[config.mk]
export PLATFORM = sky130hd
export DESIGN_NAME = mult_div_sequencer
export DESIGN_NICKNAME = d
export VERILOG_FILES = /design/src/rtl/multdiv_pkg.sv /design/src/rtl/mult_div_sequencer.sv
export SDC_FILE = /design/constraint.sdc
export NUM_CORES = 1
export LEC_CHECK = 0
export CAP_MARGIN = 10
export CORE_MARGIN = 2
export CORE_UTILIZATION = 40
export DETAILED_ROUTE_END_ITERATION = 8
export GPL_TIMING_DRIVEN = 0
export PLACE_DENSITY = 0.58
export SYNTH_ARGS = -nofsm -noshare
export SYNTH_HDL_FRONTEND = slang
export SYNTH_SLANG_ARGS = --single-unit
[constraint.sdc]
create_clock -name clock -period 8.5 [get_ports clock]
set_clock_uncertainty 0.1 [all_clocks]
set_input_delay 1.7 -clock clock [delete_from_list [all_inputs] [get_ports clock]]
set_output_delay 1.7 -clock clock [all_outputs]
set_load 0.02 [all_outputs]
[src/rtl/multdiv_pkg.sv]
// multdiv_pkg: op codes, FSM states and default width for the iterative multiply/divide unit.
package multdiv_pkg;
  typedef enum logic [1:0] {MD_MULT, MD_MULTU, MD_DIV, MD_DIVU} md_op_t;
  typedef enum logic [1:0] {MD_IDLE, MD_CALC, MD_FIX} md_state_t;
  localparam int MD_W = 32;
endpackage

[src/rtl/mult_div_sequencer.sv]
// mult_div_sequencer: iterative shift-add multiply / restoring divide with HI/LO result registers.
// Optional `define DIV0_TRAP_EN: division by zero skips CALC and pulses div_zero with done.
module mult_div_sequencer
  import multdiv_pkg::*;
#(
  parameter int WIDTH = MD_W
) (
  input  logic             clock,
  input  logic             reset,
  input  logic             start,
  input  logic [1:0]       op,
  input  logic [WIDTH-1:0] a,
  input  logic [WIDTH-1:0] b,
  output logic             busy,
  output logic             done,
  output logic             div_zero,
  output logic [WIDTH-1:0] hi,
  output logic [WIDTH-1:0] lo
);
  localparam int CW = $clog2(WIDTH);
  md_state_t state_q, state_d;
  md_op_t op_q, op_d;
  logic [CW-1:0] cnt_q, cnt_d;
  logic [WIDTH-1:0] acc_hi_q, acc_hi_d, acc_lo_q, acc_lo_d, b_q, b_d, hi_q, hi_d, lo_q, lo_d;
  logic neg_res_q, neg_res_d, neg_rem_q, neg_rem_d, done_q, done_d, dz_q, dz_d, trap_q, trap_d;
  logic trap, sgn, is_div, rem_ge;
  logic [WIDTH:0] mul_sum, rem_sh, rem_sub;
  logic [2*WIDTH-1:0] prod;
`ifdef DIV0_TRAP_EN
  assign trap = op[1] && b == '0;
`else
  assign trap = 1'b0;
`endif
  assign sgn = op == MD_MULT || op == MD_DIV;
  assign is_div = op_q == MD_DIV || op_q == MD_DIVU;
  // Mult and div share {acc_hi, acc_lo}; only the per-step datapath differs.
  assign mul_sum = {1'b0, acc_hi_q} + (acc_lo_q[0] ? {1'b0, b_q} : '0);
  assign rem_sh = {acc_hi_q, acc_lo_q[WIDTH-1]};
  assign rem_ge = rem_sh >= {1'b0, b_q};
  assign rem_sub = rem_sh - {1'b0, b_q};
  assign prod = {acc_hi_q, acc_lo_q};
  always_comb begin
    state_d = state_q;
    op_d = op_q;
    cnt_d = cnt_q;
    acc_hi_d = acc_hi_q;
    acc_lo_d = acc_lo_q;
    b_d = b_q;
    neg_res_d = neg_res_q;
    neg_rem_d = neg_rem_q;
    trap_d = trap_q;
    hi_d = hi_q;
    lo_d = lo_q;
    done_d = 1'b0;
    dz_d = 1'b0;
    case (state_q)
      MD_IDLE: if (start) begin
        op_d = md_op_t'(op);
        acc_hi_d = '0;
        acc_lo_d = sgn && a[WIDTH-1] ? -a : a;
        b_d = sgn && b[WIDTH-1] ? -b : b;
        neg_res_d = sgn && (a[WIDTH-1] ^ b[WIDTH-1]);
        neg_rem_d = sgn && a[WIDTH-1];
        cnt_d = CW'(WIDTH - 1);
        trap_d = trap;
        state_d = trap ? MD_FIX : MD_CALC;
      end
      MD_CALC: begin
        cnt_d = cnt_q - 1'b1;
        {acc_hi_d, acc_lo_d} = is_div
          ? {rem_ge ? rem_sub[WIDTH-1:0] : rem_sh[WIDTH-1:0], acc_lo_q[WIDTH-2:0], rem_ge}
          : {mul_sum, acc_lo_q[WIDTH-1:1]};
        state_d = cnt_q == '0 ? MD_FIX : MD_CALC;
      end
      MD_FIX: begin
        state_d = MD_IDLE;
        done_d = 1'b1;
        dz_d = trap_q;
        if (!trap_q)
          {hi_d, lo_d} = is_div
            ? {neg_rem_q ? -acc_hi_q : acc_hi_q, neg_res_q ? -acc_lo_q : acc_lo_q}
            : (neg_res_q ? -prod : prod);
      end
      default: state_d = MD_IDLE;
    endcase
  end
  always_ff @(posedge clock) begin
    if (reset) begin
      state_q <= MD_IDLE;
      op_q <= MD_MULT;
      cnt_q <= '0;
      acc_hi_q <= '0;
      acc_lo_q <= '0;
      b_q <= '0;
      neg_res_q <= 1'b0;
      neg_rem_q <= 1'b0;
      trap_q <= 1'b0;
      hi_q <= '0;
      lo_q <= '0;
      done_q <= 1'b0;
      dz_q <= 1'b0;
    end else begin
      state_q <= state_d;
      op_q <= op_d;
      cnt_q <= cnt_d;
      acc_hi_q <= acc_hi_d;
      acc_lo_q <= acc_lo_d;
      b_q <= b_d;
      neg_res_q <= neg_res_d;
      neg_rem_q <= neg_rem_d;
      trap_q <= trap_d;
      hi_q <= hi_d;
      lo_q <= lo_d;
      done_q <= done_d;
      dz_q <= dz_d;
    end
  end
  assign busy = state_q != MD_IDLE;
  assign done = done_q;
  assign div_zero = dz_q;
  assign hi = hi_q;
  assign lo = lo_q;
endmodule
**Word level (Yosys, flattened, before mapping)**

Index checks and enable logic that the tools add are counted.
Widths: inputs -> output; s select.

- $add $sub $neg: 8
- Magnitude comparators: 1
- Equality and inequality tests: 6
- Mux-type cells: 19
- Bitwise logic cells: 1
- Reductions and logical operators: 12

Operators by type and width:

| kind | count |
|---|---|
| $mux 32 | 8 |
| $mux 64 | 3 |
| $neg 32->32 | 4 |
| $pmux 32 s2 | 2 |
| $neg 64->64 | 1 |
| $add 32x32->33 | 1 |
| $ge 33x32->1 | 1 |
| $sub 32x32->32 | 1 |
| $pmux 5 s2 | 1 |
| $eq 2x2->1 const B | 4 |
| $logic_not 5->1 | 1 |
| $mux 5 | 1 |
| $sub 5x1->5 const B | 1 |
| $logic_not 2->1 | 2 |
| $mux 2 | 2 |
| $pmux 2 s2 | 1 |
| $reduce_and 2->1 | 2 |
| $reduce_bool 2->1 | 2 |
| $logic_and 1x1->1 | 3 |
| $eq 2x1->1 const B | 1 |
| $logic_or 1x1->1 | 2 |
| $ne 2x2->1 const B | 1 |
| $mux 1 | 1 |
| $xor 1x1->1 | 1 |

- Register bits after elaboration: 172
- Input bits: 69
- Output and inout port bits: 67
- Logic and storage cells: 58

**Logic depth before layout (Yosys ltp)**

- Depth in word-level cells: 6
- Gate-level depth with buffers: 15
- Mapped depth without buffers: 14

**Least setup slack after synthesis**

Ideal clock, no wire load.

- Path kind: input to register
- Start: input b[8]
- End: register b_q[28]
- Setup time: 0.086 ns
- Arrival: 3.950 ns
- Data required time: 8.314 ns
- Setup slack: 4.365 ns
- Stages: 10
- Path buffers: 0
- Cells stage by stage: or3_1 or4_1 nor3_1 nand2b_1 or3_1 nor3_2 and2_1 a31oi_1 xnor2_1 a211oi_1

- Longest elaborated chain between the ends: 2

RTL lines:

| item | RTL line | RTL |
|---|---|---|
| start, declared | mult_div_sequencer.sv:13 | `input logic [WIDTH-1:0] b,` |
| $neg 32->32 | mult_div_sequencer.sv:61 | `b_d = sgn && b[WIDTH-1] ? -b : b;` |
| $mux 32 | mult_div_sequencer.sv:61 |  |
| end signal, assigned | mult_div_sequencer.sv:94 | `b_q <= '0;` |
| end signal, assigned | mult_div_sequencer.sv:108 | `b_q <= b_d;` |
| end, declared | mult_div_sequencer.sv:24 | `logic [WIDTH-1:0] acc_hi_q, acc_hi_d, acc_lo_q, acc_lo_d, b_q, b_d, hi_q, hi_d, lo_q, lo_d;` |

No other way between the ends.
A chain may end at the register's enable or synchronous reset.

**Final worst setup path**

- Start: input b[8]
- End: register b_q[29]

The elaborated chain is that of the path after synthesis.

==> results.tsv <==
metric	value	unit
status	complete, no violations	
clock slew at reported path FFs	80	ps
DR vias	13354	
crit end category	register	
H-tree lvl count	4	
max-cap violations	0	
Compound-Gate Fraction of Synth Area	26.0	%
Bufs on Longest Clock Path	2	
drt via density	5.65	
multi-input logic area	8950	µm²
All-Layer GR Usage	26.4	%
final worst slack	3870	ps
postcts setup bufs	0	
PostCTS Resize Cnt	0	
Startpoint Class	primary input	
Worst Path Arrival	4890	ps
Die Y	185	µm
Routed WL per cell	19.2	µm
Syn Area/Cell	7.47	µm²
initial DRC count	1162	
Crit Path Class	primary input to register	
VDD IR max	0.145	mV
Core ar.	32400	µm²
port bufs	134	
worst path required time	8760	ps
GP Congestion	0.930	
fillcell total	3369	
cell area after placement	15000	µm²
register area share after synthesis	26.1	%
RSZ-0062 raised after global routing	no	
DP Worst Slack	3370	ps
largest family of logic cells by synthesized area	compound AO/OA/AOI/OAI gates	
Yosys top cell area share	26.1	%
HP Class	register to register	
row cnt	66	
worst-path maximum fanout	5	
post-synthesis async set-or-reset flop share	0	%
largest net degree at the start of global routing	22	
gr ovfl total	0	
drt first pass iters	5	
initial antenna violation count	0	
Worst-Skew Late Latency	440	ps
first-pass GRT wire length	70.2	mm
XOR/XNOR Fraction of Synth Area	11.4	%
Leak	0.00578	µW
main flop type after synthesis	dfxtp_1	
ANT cells	0	
CTS Sinks	171	
PwrDens	162	nW/µm²
Nets	2047	
fin crit period	4630	ps
synthesized flop and latch total	171	
share of cells above drive strength 1	3.49	%
FF/Latch Area	3420	µm²
Max-slew headroom	29.7	%
Power Total	2540	µW
Final Cycle Share	54.4	%
CTS tree	yes	
Clock Root Buffer	clkbuf_16	
mux cell area share after synthesis	4.06	%
synth cell count leaders	nor2_1 (205), nand2_1 (183), dfxtp_1 (171)	
largest cells by area after synthesis	dfxtp_1 (26%), ha_1 (6.6%), xor2_1 (6.2%)	
synth unique cells	73	
Final setup viols	0	
hpwl dp	36.1	mm
Max Freq	216	MHz
worst hold margin	359	ps
die area	34200	µm²
hold buffers post-CTS	0	
Design Area, Final	15600	µm²
R2R setup slack	4380	ps
Post-synth EDFFs	0	
final hold violation count	0	
Top-Level Pins	136	
count leader, synth	nor2_1	
Slew @ Worst Pin	1050	ps
DRC	0	
simple-gate area share of the yosys netlist	20.0	%
area grow syn2layout	19.3	%
Post-Route WL	45.4	mm
Slew Limit Fails	0	
CTS Buf Count	17	
Synth Instances	1753	
Initial Util	40.5	%
Die Wd	185	µm
synthesized area	13100	µm²
cell taking the most area after synthesis	dfxtp_1	
post-route setup TNS	0	ps
vias in the first global route	12538	
Mapped Nets	1893	
area share of fa/ha/maj cells after synthesis	6.89	%
Yosys warning total	0	
ANT nets after route	0	
registers in the layout, summed over array words and instances, names as in the netlist:
signal and count:
acc_lo_q 32, b_q 32, op_q 1, done 1, lo 32, hi 32
cnt_q 5, neg_res_q 1, state_q 2, acc_hi_q 32, neg_rem_q 1
placed cells by master, fill, tap and decap left out, types with 15 or more instances in the layout:
cell type        netlist  routed
a31oi_1               18      18
or3_1                 21      21
nor3_1                37      37
nand2b_1              17      17
a211oi_1              95      95
mux2i_1               52      52
nor2b_1               15      15
o21ai_0               86      86
clkbuf_1             103     103
nor2_1               205     205
o31ai_1               23      23
nand2_1              183     183
ha_1                  69      69
clkbuf_16              0      17
clkdlybuf4s50_1        0     134
nand3_1               23      23
nand4_1               15      15
a21o_1                18      18
inv_1                 69      69
a21oi_1              152     152
o211ai_1              38      38
dfxtp_1              171     171
xnor2_1               77      77
xor2_1                93      93
cell families after synthesis:
family	count (synthesis)
AO/OA/AOI/OAI	524
XOR/XNOR	170
adder cells (fa/ha/maj)	71
buffers and inverters	186
flip-flops	171
multiplexers	53
other	1
AND/OR/NAND/NOR	577
stage by stage:
step / utilization [%] / cells
after floorplan: - / 1753
after global placement: 46.3 / 2329
after detailed placement: 46.3 / 2330
after CTS: 48.3 / 2362
after global routing: 48.3 / 2362
final: 48.3 / 2362
metal layers:
layer,vias to the layer above,global-route usage (%),share of wire (%)
met2,422,41.0,43
met3,48,2.69,5.8
met5,-,0,0
li1,6587,-,-
met1,6297,39.2,50
met4,0,5.56,1.5
worst paths after layout:
path                                                from                        end  depth (start not counted)
worst max-delay path                                b[8]       b_q[29]$_SDFFE_PP0P_                         10
worst min register to register      b_q[31]$_SDFFE_PP0P_       b_q[31]$_SDFFE_PP0P_                          2
worst min-delay path                b_q[31]$_SDFFE_PP0P_       b_q[31]$_SDFFE_PP0P_                          2
worst max register to register  acc_lo_q[0]$_SDFFE_PP0P_  acc_hi_q[28]$_SDFFE_PP0P_                         14
report_power, final:
part | total (µW) | internal [µW] | leakage (µW) | switching (µW)
Combinational | 777 | 299 | 0.00408 | 478
Sequential | 915 | 852 | 0.00140 | 63.0
Clock | 844 | 411 | 0.000304 | 433
worst max-delay path: stages:
cell and delay (ps):
clkdlybuf4s50_1 460, or3_1 430, or4_1 460, nor3_1 260
nand2b_1 130, nor4_1 640, and3_1 330, a21oi_1 100
xnor2_1 150, a211oi_1 210
area by class of cell:
| cell class | instances | area share [%] |
|---|---|---|
| inverters | 69 | 1.66 |
| clock buffers | 17 | 2.72 |
| multi-input cells | 1396 | 57.2 |
| well taps | 442 | 3.54 |
| flip-flops and latches | 171 | 21.9 |
| plain buffers | 117 | 3.02 |
| clock inverters | 15 | 1.34 |
| repair buffers | 135 | 8.61 |
(Power assumes the default switching activity.)
